<file path="src/rtl/opl_stats_pkg.sv">
// opl_stats_pkg: counter indices, widths, OPL counter register map and poller FSM states.
package opl_stats_pkg;

    typedef enum logic [1:0] {PKTIN = 2'd0, PKTOUT, LUTHIT, LUTMISS} cnt_idx_t;

    localparam int NUM_CNT = 4;
    localparam int ACC_W   = 64;
    localparam int ERR_W   = 16;

    localparam logic [31:0] REG_PKTIN_ADDR   = 32'h0000_0000;
    localparam logic [31:0] REG_PKTOUT_ADDR  = 32'h0000_0004;
    localparam logic [31:0] REG_LUTHIT_ADDR  = 32'h0000_0008;
    localparam logic [31:0] REG_LUTMISS_ADDR = 32'h0000_000C;

    typedef enum logic [1:0] {S_IDLE, S_AR, S_R, S_ACC} state_t;

    function automatic logic [31:0] cnt_offset(cnt_idx_t i);
        return i == PKTIN  ? REG_PKTIN_ADDR  :
               i == PKTOUT ? REG_PKTOUT_ADDR :
               i == LUTHIT ? REG_LUTHIT_ADDR : REG_LUTMISS_ADDR;
    endfunction

endpackage

</file>
<file path="src/rtl/opl_stats_poller_if.sv">
// opl_stats_poller_if: AXI4-Lite read channels (AR/R) used by the stats poller.
interface opl_stats_poller_if #(
    parameter int AW = 32,
    parameter int DW = 32
);
    logic [AW-1:0] ARADDR;
    logic          ARVALID;
    logic          ARREADY;
    logic [DW-1:0] RDATA;
    logic [1:0]    RRESP;
    logic          RVALID;
    logic          RREADY;

    modport master (output ARADDR, ARVALID, RREADY, input ARREADY, RDATA, RRESP, RVALID);
    modport slave  (input ARADDR, ARVALID, RREADY, output ARREADY, RDATA, RRESP, RVALID);
endinterface

</file>
<file path="src/rtl/opl_poll_timer.sv">
// opl_poll_timer: free-running period counter, held at 0 while disabled; pulses o_start on wrap.
module opl_poll_timer #(
    parameter int PERIOD = 1024
) (
    input  logic clk,
    input  logic resetn,
    input  logic i_enable,
    output logic o_start
);
    localparam int W = $clog2(PERIOD);

    logic [W-1:0] r_cnt;
    logic         w_wrap;

    assign w_wrap  = r_cnt == W'(PERIOD - 1);
    assign o_start = i_enable && w_wrap;

    always_ff @(posedge clk) begin
        if (!resetn || !i_enable || w_wrap)
            r_cnt <= '0;
        else
            r_cnt <= r_cnt + 1'b1;
    end
endmodule

</file>
<file path="src/rtl/opl_stats_poller.sv">
// opl_stats_poller: AXI4-Lite read master sweeping the four OPL clear-on-read counters into 64-bit totals.
// Define OPL_STATS_SNAPSHOT_EN for coherent shadow outputs plus a sweep_done pulse.
module opl_stats_poller
    import opl_stats_pkg::*;
#(
    parameter int          C_M_AXI_ADDR_WIDTH = 32,
    parameter int          C_M_AXI_DATA_WIDTH = 32,
    parameter logic [31:0] C_BASE_ADDRESS     = 32'h0,
    parameter int          C_POLL_PERIOD      = 1024
) (
    input  logic               clk,
    input  logic               resetn,
    input  logic               enable,
    input  logic               poll_now,
    opl_stats_poller_if.master m_axi,
    output logic [ACC_W-1:0]   acc_pktin,
    output logic [ACC_W-1:0]   acc_pktout,
    output logic [ACC_W-1:0]   acc_luthit,
    output logic [ACC_W-1:0]   acc_lutmiss,
    output logic               busy,
    output logic [ERR_W-1:0]   err_cnt
`ifdef OPL_STATS_SNAPSHOT_EN
    ,
    output logic               sweep_done
`endif
);
    state_t                        r_state, w_next;
    cnt_idx_t                      r_idx;
    logic                          r_pending;
    logic [C_M_AXI_DATA_WIDTH-1:0] r_rdata;
    logic [1:0]                    r_rresp;
    logic [ACC_W-1:0]              r_acc [NUM_CNT];
    logic                          w_tmr_start, w_req, w_go, w_last;

    opl_poll_timer #(.PERIOD(C_POLL_PERIOD)) u_timer (
        .clk      (clk),
        .resetn   (resetn),
        .i_enable (enable),
        .o_start  (w_tmr_start)
    );

    assign w_req  = w_tmr_start || poll_now;
    assign w_go   = w_req || r_pending;
    assign w_last = r_idx == LUTMISS;

    always_ff @(posedge clk) begin
        if (!resetn)
            r_state <= S_IDLE;
        else
            r_state <= w_next;
    end

    always_comb begin
        w_next = r_state;
        case (r_state)
            S_IDLE:  w_next = w_go ? S_AR : S_IDLE;
            S_AR:    w_next = m_axi.ARREADY ? S_R : S_AR;
            S_R:     w_next = m_axi.RVALID ? S_ACC : S_R;
            S_ACC:   w_next = w_last ? S_IDLE : S_AR;
            default: w_next = S_IDLE;
        endcase
    end

    always_comb begin
        m_axi.ARVALID = r_state == S_AR;
        m_axi.RREADY  = r_state == S_R;
        m_axi.ARADDR  = r_state == S_AR ? C_M_AXI_ADDR_WIDTH'(C_BASE_ADDRESS | cnt_offset(r_idx)) : '0;
        busy          = r_state != S_IDLE;
    end

    // Requests arriving mid-sweep collapse into a single pending sweep.
    always_ff @(posedge clk) begin
        if (!resetn) begin
            r_idx     <= PKTIN;
            r_pending <= 1'b0;
            r_rdata   <= '0;
            r_rresp   <= '0;
            err_cnt   <= '0;
            for (int i = 0; i < NUM_CNT; i++)
                r_acc[i] <= '0;
        end else begin
            if (r_state == S_IDLE && w_go) begin
                r_idx     <= PKTIN;
                r_pending <= 1'b0;
            end else if (r_state != S_IDLE && w_req) begin
                r_pending <= 1'b1;
            end
            if (r_state == S_R && m_axi.RVALID) begin
                r_rdata <= m_axi.RDATA;
                r_rresp <= m_axi.RRESP;
            end
            if (r_state == S_ACC) begin
                if (r_rresp == 2'b00)
                    r_acc[r_idx] <= r_acc[r_idx] + ACC_W'(r_rdata);
                else if (err_cnt != '1)
                    err_cnt <= err_cnt + 1'b1;
                if (!w_last)
                    r_idx <= cnt_idx_t'(r_idx + 2'd1);
            end
        end
    end

`ifdef OPL_STATS_SNAPSHOT_EN
    logic r_snap;

    assign sweep_done = r_snap;

    always_ff @(posedge clk) begin
        if (!resetn) begin
            r_snap      <= 1'b0;
            acc_pktin   <= '0;
            acc_pktout  <= '0;
            acc_luthit  <= '0;
            acc_lutmiss <= '0;
        end else begin
            r_snap <= r_state == S_ACC && w_last;
            if (r_snap) begin
                acc_pktin   <= r_acc[PKTIN];
                acc_pktout  <= r_acc[PKTOUT];
                acc_luthit  <= r_acc[LUTHIT];
                acc_lutmiss <= r_acc[LUTMISS];
            end
        end
    end
`else
    assign acc_pktin   = r_acc[PKTIN];
    assign acc_pktout  = r_acc[PKTOUT];
    assign acc_luthit  = r_acc[LUTHIT];
    assign acc_lutmiss = r_acc[LUTMISS];
`endif
endmodule

</file>
<file path="src/flat_wrapper.sv">
// flat-port wrapper written by rule: the top's interface ports become plain ports
module opl_stats_poller_flat import opl_stats_pkg::*;
#(
    parameter int          C_M_AXI_ADDR_WIDTH = 32,
    parameter int          C_M_AXI_DATA_WIDTH = 32,
    parameter logic [31:0] C_BASE_ADDRESS     = 32'h0,
    parameter int          C_POLL_PERIOD      = 1024
)
  (clk, resetn, enable, poll_now, acc_pktin, acc_pktout, acc_luthit, acc_lutmiss, busy, err_cnt, m_axi_ARADDR, m_axi_ARVALID, m_axi_RREADY, m_axi_ARREADY, m_axi_RDATA, m_axi_RRESP, m_axi_RVALID);
  opl_stats_poller_if #(.AW(32), .DW(32)) m_axi_i ();
  input  logic clk;
  input  logic resetn;
  input  logic enable;
  input  logic poll_now;
  output logic [ACC_W-1:0] acc_pktin;
  output logic [ACC_W-1:0] acc_pktout;
  output logic [ACC_W-1:0] acc_luthit;
  output logic [ACC_W-1:0] acc_lutmiss;
  output logic busy;
  output logic [ERR_W-1:0] err_cnt;
  output wire logic [$bits(m_axi_i.ARADDR)-1:0] m_axi_ARADDR;
  output wire logic [$bits(m_axi_i.ARVALID)-1:0] m_axi_ARVALID;
  output wire logic [$bits(m_axi_i.RREADY)-1:0] m_axi_RREADY;
  input wire logic [$bits(m_axi_i.ARREADY)-1:0] m_axi_ARREADY;
  input wire logic [$bits(m_axi_i.RDATA)-1:0] m_axi_RDATA;
  input wire logic [$bits(m_axi_i.RRESP)-1:0] m_axi_RRESP;
  input wire logic [$bits(m_axi_i.RVALID)-1:0] m_axi_RVALID;
  assign m_axi_ARADDR = m_axi_i.ARADDR;
  assign m_axi_ARVALID = m_axi_i.ARVALID;
  assign m_axi_RREADY = m_axi_i.RREADY;
  assign m_axi_i.ARREADY = m_axi_ARREADY;
  assign m_axi_i.RDATA = m_axi_RDATA;
  assign m_axi_i.RRESP = m_axi_RRESP;
  assign m_axi_i.RVALID = m_axi_RVALID;
  opl_stats_poller #(.C_M_AXI_ADDR_WIDTH(C_M_AXI_ADDR_WIDTH), .C_M_AXI_DATA_WIDTH(C_M_AXI_DATA_WIDTH), .C_BASE_ADDRESS(C_BASE_ADDRESS), .C_POLL_PERIOD(C_POLL_PERIOD)) u_core (.clk(clk), .resetn(resetn), .enable(enable), .poll_now(poll_now), .m_axi(m_axi_i), .acc_pktin(acc_pktin), .acc_pktout(acc_pktout), .acc_luthit(acc_luthit), .acc_lutmiss(acc_lutmiss), .busy(busy), .err_cnt(err_cnt));
endmodule
</file>
<file path="config.mk">
export PLATFORM = sky130hd
export DESIGN_NAME = opl_stats_poller_flat
export DESIGN_NICKNAME = d
export VERILOG_FILES = /design/src/rtl/opl_stats_pkg.sv /design/src/rtl/opl_stats_poller_if.sv /design/src/rtl/opl_poll_timer.sv /design/src/rtl/opl_stats_poller.sv /design/src/flat_wrapper.sv
export SDC_FILE = /design/constraint.sdc
export NUM_CORES = 1
export LEC_CHECK = 0
export BUFFER_PORTS_ARGS = -buffer_cell sky130_fd_sc_hd__buf_2
export CORE_ASPECT_RATIO = 2
export CORE_UTILIZATION = 60
export CTS_BUF_LIST = sky130_fd_sc_hd__clkbuf_8
export DETAILED_ROUTE_END_ITERATION = 10
export PLACE_DENSITY = 0.87
export SLEW_MARGIN = 10
export SYNTH_ARGS = -nofsm -noshare
export SYNTH_HDL_FRONTEND = slang
export SYNTH_SLANG_ARGS = --single-unit
export TNS_END_PERCENT = 30
</file>
<file path="constraint.sdc">
create_clock -name clk -period 17.8 [get_ports clk]
set_clock_uncertainty 0.1 [all_clocks]
set_input_delay 0 -clock clk [delete_from_list [all_inputs] [get_ports clk]]
set_output_delay 0 -clock clk [all_outputs]
set_load 0.02 [all_outputs]
</file>
# Word-level counts from Yosys, hierarchy flattened
# Memories as Yosys holds them, arrays and structs flattened. A register that Yosys moved wholly into a read port is not among the register bits.
# Index checks and enable logic that the tools add are counted.
[word_totals]
ff_bits = 65
out_inout_bits = 307
wordCells = 60
memories = 1
ram_bits = 256
[classes]
reduce_logical = 17
n_mux = 21
n_addsub = 4
n_eq_ne = 8
bitwise_logic = 2
[mem_list]
columns = ["memory", "words", "word_bits", "rd", "rd_clocked_by_memory_dff", "write_ports", "line", "text"]
rows = [
  ["u_core.r_acc", 4, 64, 5, 1, 4, "opl_stats_poller.sv:32", "logic [ACC_W-1:0] r_acc [NUM_CNT];"],
]
[op_table]
columns = ["op", "count"]
rows = [
  ["two-way mux 32 bit", 3],
  ["adder 64 x 32 -> 64 bit", 1],
  ["two-way mux 64 bit", 1],
  ["OR reduction 64 bit", 1],
  ["adder 16 x 1 -> 16 bit, second input constant", 1],
  ["!= test 16 bit, second input constant", 1],
  ["two-way mux 2 bit", 6],
  ["adder 10 x 1 -> 10 bit, second input constant", 1],
  ["== test 10 bit, second input constant", 1],
  ["two-way mux 1 bit", 9],
  ["== test 2 bit, second input constant", 4],
  ["one-hot mux 2 bit (4 select lines)", 1],
  ["logical NOT 2 bit", 3],
  ["== test 2 x 1 -> 1 bit, second input constant", 2],
  ["logical AND 1 bit", 4],
  ["logical OR 1 bit", 4],
  ["two-way mux 3 bit", 1],
  ["AND reduction 3 bit", 1],
  ["adder 2 x 1 -> 2 bit, second input constant", 1],
  ["logical NOT 1 bit", 2],
  ["inverter 1 bit", 2],
  ["nonzero test 2 bit", 1],
  ["OR reduction 2 bit", 1],
]

# Logic depth before layout (Yosys ltp)
[depth]
word_depth = 9
depth_mapped = 17

# Hierarchy
# Synthesis repeated with hierarchy kept, for this count alone.
[hier_totals]
hier_cells = 1405
hier_area_um2 = 16196.8
[by_module_without_submodules]
columns = ["mod", "area_per_inst_um2", "n_inst", "seq_area_each_um2", "cells_each"]
rows = [
  ["opl_stats_poller", 15752.6, 1, 8788.4, 1353],
  ["opl_poll_timer", 444.2, 1, 200.2, 52],
]

# Worst setup path after synthesis
# OpenSTA, ideal clock, no wires.
[synth_timing]
path_type = "register to register"
from = "register u_core.r_idx[0]"
to = "memory u_core.r_acc[3][0] (enable)"
slack_ns = 8.709
t_arrival_ns = 8.330
path_stages_with_launch = 8
synth_period_minus_slack_ns = 9.091
path_buffers = 5
t_required_ns = 17.039
setup_time_ns = 0.661
cell_sequence = "dfxtp_1 -> buf_6 -> buf_8 -> buf_4 -> buf_1 -> buf_1 -> nand2_1 -> o41ai_1"
[synth_rtl]
columns = ["item", "line", "text"]
rows = [
  ["from (decl)", "opl_stats_poller.sv:28", "cnt_idx_t r_idx;"],
  ["from (signal assigned)", "opl_stats_poller.sv:98", "r_idx <= cnt_idx_t'(r_idx + 2'd1);"],
  ["to (decl)", "opl_stats_poller.sv:32", ""],
]

==> results_dict.tcl <==
set metrics [dict create \
    status "finished with violations" \
    failed_checks "DRC" \
    synth_area_per_cell_sq_um 11.8 \
    cts_tree "done" \
    met2_usage 0.636 \
    place_congestion 0.994 \
    tns_ns 0 \
    io_pins 347 \
    synth_top_cell_by_area "edfxtp_1" \
    htree_levels 2 \
    timing.final.crit_period_ns 5.30 \
    portBuffers 316 \
    required_ns 18.00 \
    ff2ff_path_depth 10 \
    instances_no_fill 2103 \
    p_leak_nw 7.88 \
    synth_edf_count 256 \
    crit_type "reg -> reg" \
    synth_compound_area_frac 0.0730 \
    core-area_sq_um 26200 \
    hold_viol 0 \
    muxShareOfSynthArea 0.0944 \
    antenna_found_initial 1 \
    syn_area_sq_um 15900 \
    rsz0062_at_grt "no" \
    slew-limit-headroom 0.231 \
    grt_pass1_wl_um 73200 \
    track_usage 0.372 \
    totalWireLength_um 50400 \
    grt_pass1_vias 13600 \
    startpoint "u_core.r_idx[0]" \
    ys_top_cells_by_count "272 x nor2_1, 256 x edfxtp_1, 134 x nand2_1" \
    synthXorXnorAreaFrac 0.0429 \
    numCtsBuffers 44 \
    hold_end "u_core.u_timer.r_cnt[8]" \
    fp-row-count 84 \
    synth_warnings 0 \
    drv_slew 0 \
    hold_path_class "in -> reg" \
    root_buffer "clkbuf_8" \
    hold_ws_ns 0.136 \
    postSynthCellCount 1348 \
    hpwlAfterDp_um 31000 \
    cts_sinks 321 \
    drc 2 \
    clkTransAtPathRegs_ns 0.07 \
    synth_top_area_share 0.482 \
    drtAntennaViolNets 0 \
    post_cts_resize_count 0 \
    firstDrtPassIters 8 \
    use_met1 0.347 \
    reg2reg_slack_ns 12.50 \
    initialDrtViolationCount 1157 \
    nets 1801 \
    worstHoldStart "enable" \
    arrival_ns 5.51 \
    ir_drop_v 0.0000774 \
    clockBufferDepth 3 \
    clock_latency_ns 0.62 \
    power_mw 1.57 \
    synthAdderAreaFrac 0.0311 \
    yosysMostFrequentCell "nor2_1" \
    grt_max_degree 66 \
    globalRouteOverflowTotal 0 \
    synthArstFlopShare 0 \
    via_per_inst 6.19 \
    placed_cell_area_sq_um 17600 \
    initial_core_util 0.609 \
    busiest_layer "met2" \
    tightest_slew_ns 1.15 \
    synth_top_family_by_area "simple AND/OR/NAND/NOR gates" \
    synthTopCellsByArea "edfxtp_1 48%, dfxtp_1 8.2%, mux4_2 7.1%" \
    r2r_start "u_core.r_idx[0]" \
    synthFlopType "edfxtp_1" \
    die_w_um 117 \
    wl_per_cell_um 24.0 \
    areaGrowthSynthToFinish_pct 20.6 \
    startpoint_type "flip-flop" \
    postSynthRegisterBits 321 \
    finalSetupViolations 0 \
    rr_endpoint "u_core.r_acc[1][25]" \
    die_area_sq_um 27300 \
    critPathMaxFanout 40 \
    layout-drive-gt1-share 0.262 \
    synthSimpleGateAreaFrac 0.149 \
    end_kind "flip-flop" \
    min_period_over_period 0.298 \
    yosysSeqAreaShare 0.564 \
    grt_use_met3 0.125 \
    powerDensity_nw_per_um2 82.0 \
    hold_depth 3 \
    vias 13000 \
    die_h_um 232 \
    synthDistinctLibCells 69 \
    fmax_mhz 189 \
    stdcell_area_sq_um 19200 \
    dpl.cell_count 1947 \
    maxCapViolations 0 \
]
[cell type report]
cell class,count,area (sq um)
inverter,37,139
tap,344,430
timing repair buffer,401,2400
sequential,321,9000
clock buffer,46,633
antenna,2,5.00
multi-input combinational,917,6400
fill,1692,6960
clock inverter,35,204
[cell families (layout without fill, tap and decap cells)]
family / Yosys count / count (layout)
compound gates: 166 / 166
xor+xnor: 78 / 78
fa+ha+maj: 39 / 39
buf+inv: 139 / 519
flops: 321 / 321
mux: 65 / 65
other cells: 1 / 32
simple gates: 539 / 539
[critical path: stages (launching register included)]
cell and delay [ns]:
dfxtp_4 0.90, buf_4 0.67, mux4_2 0.61, ha_1 0.29, a21oi_1 0.15, nor2b_1 0.08, a311oi_1 0.66, o211a_1 0.33
o21ai_0 0.22, o311ai_0 0.84, nor2_1 0.13
[metal layers]
layer	part of all wire	vias up
li1	-	5552
met1	0.31	6243
met2	0.52	927
met3	0.097	296
met4	0.081	0
met5	0	-
[cells in the final DEF, fill, tap and decap left out, types with 14 or more instances in the layout]
master         count
a211oi_1          14
mux4_1            14
a21boi_0          37
ha_1              38
nor2_1           272
buf_2            316
a21oi_1           39
and2_1            22
nand4_1           22
nand3_1           25
o21ai_0           18
xnor2_1           52
nand2_1          131
dfxtp_1           63
dlygate4sd3_1     73
mux4_2            50
clkbuf_8          46
inv_1             59
xor2_1            26
conb_1            30
edfxtp_1         256
[worst max path at each step]
stage / slack, ns / endpoint
after CTS: 12.54 / u_core.r_acc[1][25]
final: 12.50 / u_core.r_acc[1][25]
after global routing: 12.12 / u_core.r_acc[2][48]
after floorplan: 8.71 / u_core.r_acc[3][0]
after global placement: 12.67 / u_core.r_acc[2][50]
after detailed placement: 12.55 / u_core.r_acc[1][25]
[through the flow]
step | utilization | setup WS (ns)
after floorplan | - | 8.71
after global placement | 0.674 | 12.67
after detailed placement | 0.674 | 12.55
after CTS | 0.734 | 12.54
after global routing | 0.734 | 12.12
final | 0.734 | 12.50
[registers in the layout, indices dropped and copies added, names as in the netlist, named ones only]
register,cells
u_core.err_cnt,16
u_core.r_acc,256
u_core.r_idx,2
u_core.r_pending,1
u_core.r_rdata,32
u_core.r_rresp,2
u_core.r_state,1
u_core.u_timer.r_cnt,10
[where the power goes]
group | internal, mW | total, mW | switching, mW
Sequential | 0.832 | 0.850 | 0.0175
Clock | 0.270 | 0.561 | 0.291
Combinational | 0.0537 | 0.164 | 0.110
[timing repair]
action,in CTS,in global routing
hold buffers,73,0
hold endpoints to repair,50,0
setup buffers,0,0
Power figures use the tool's default switching activity.
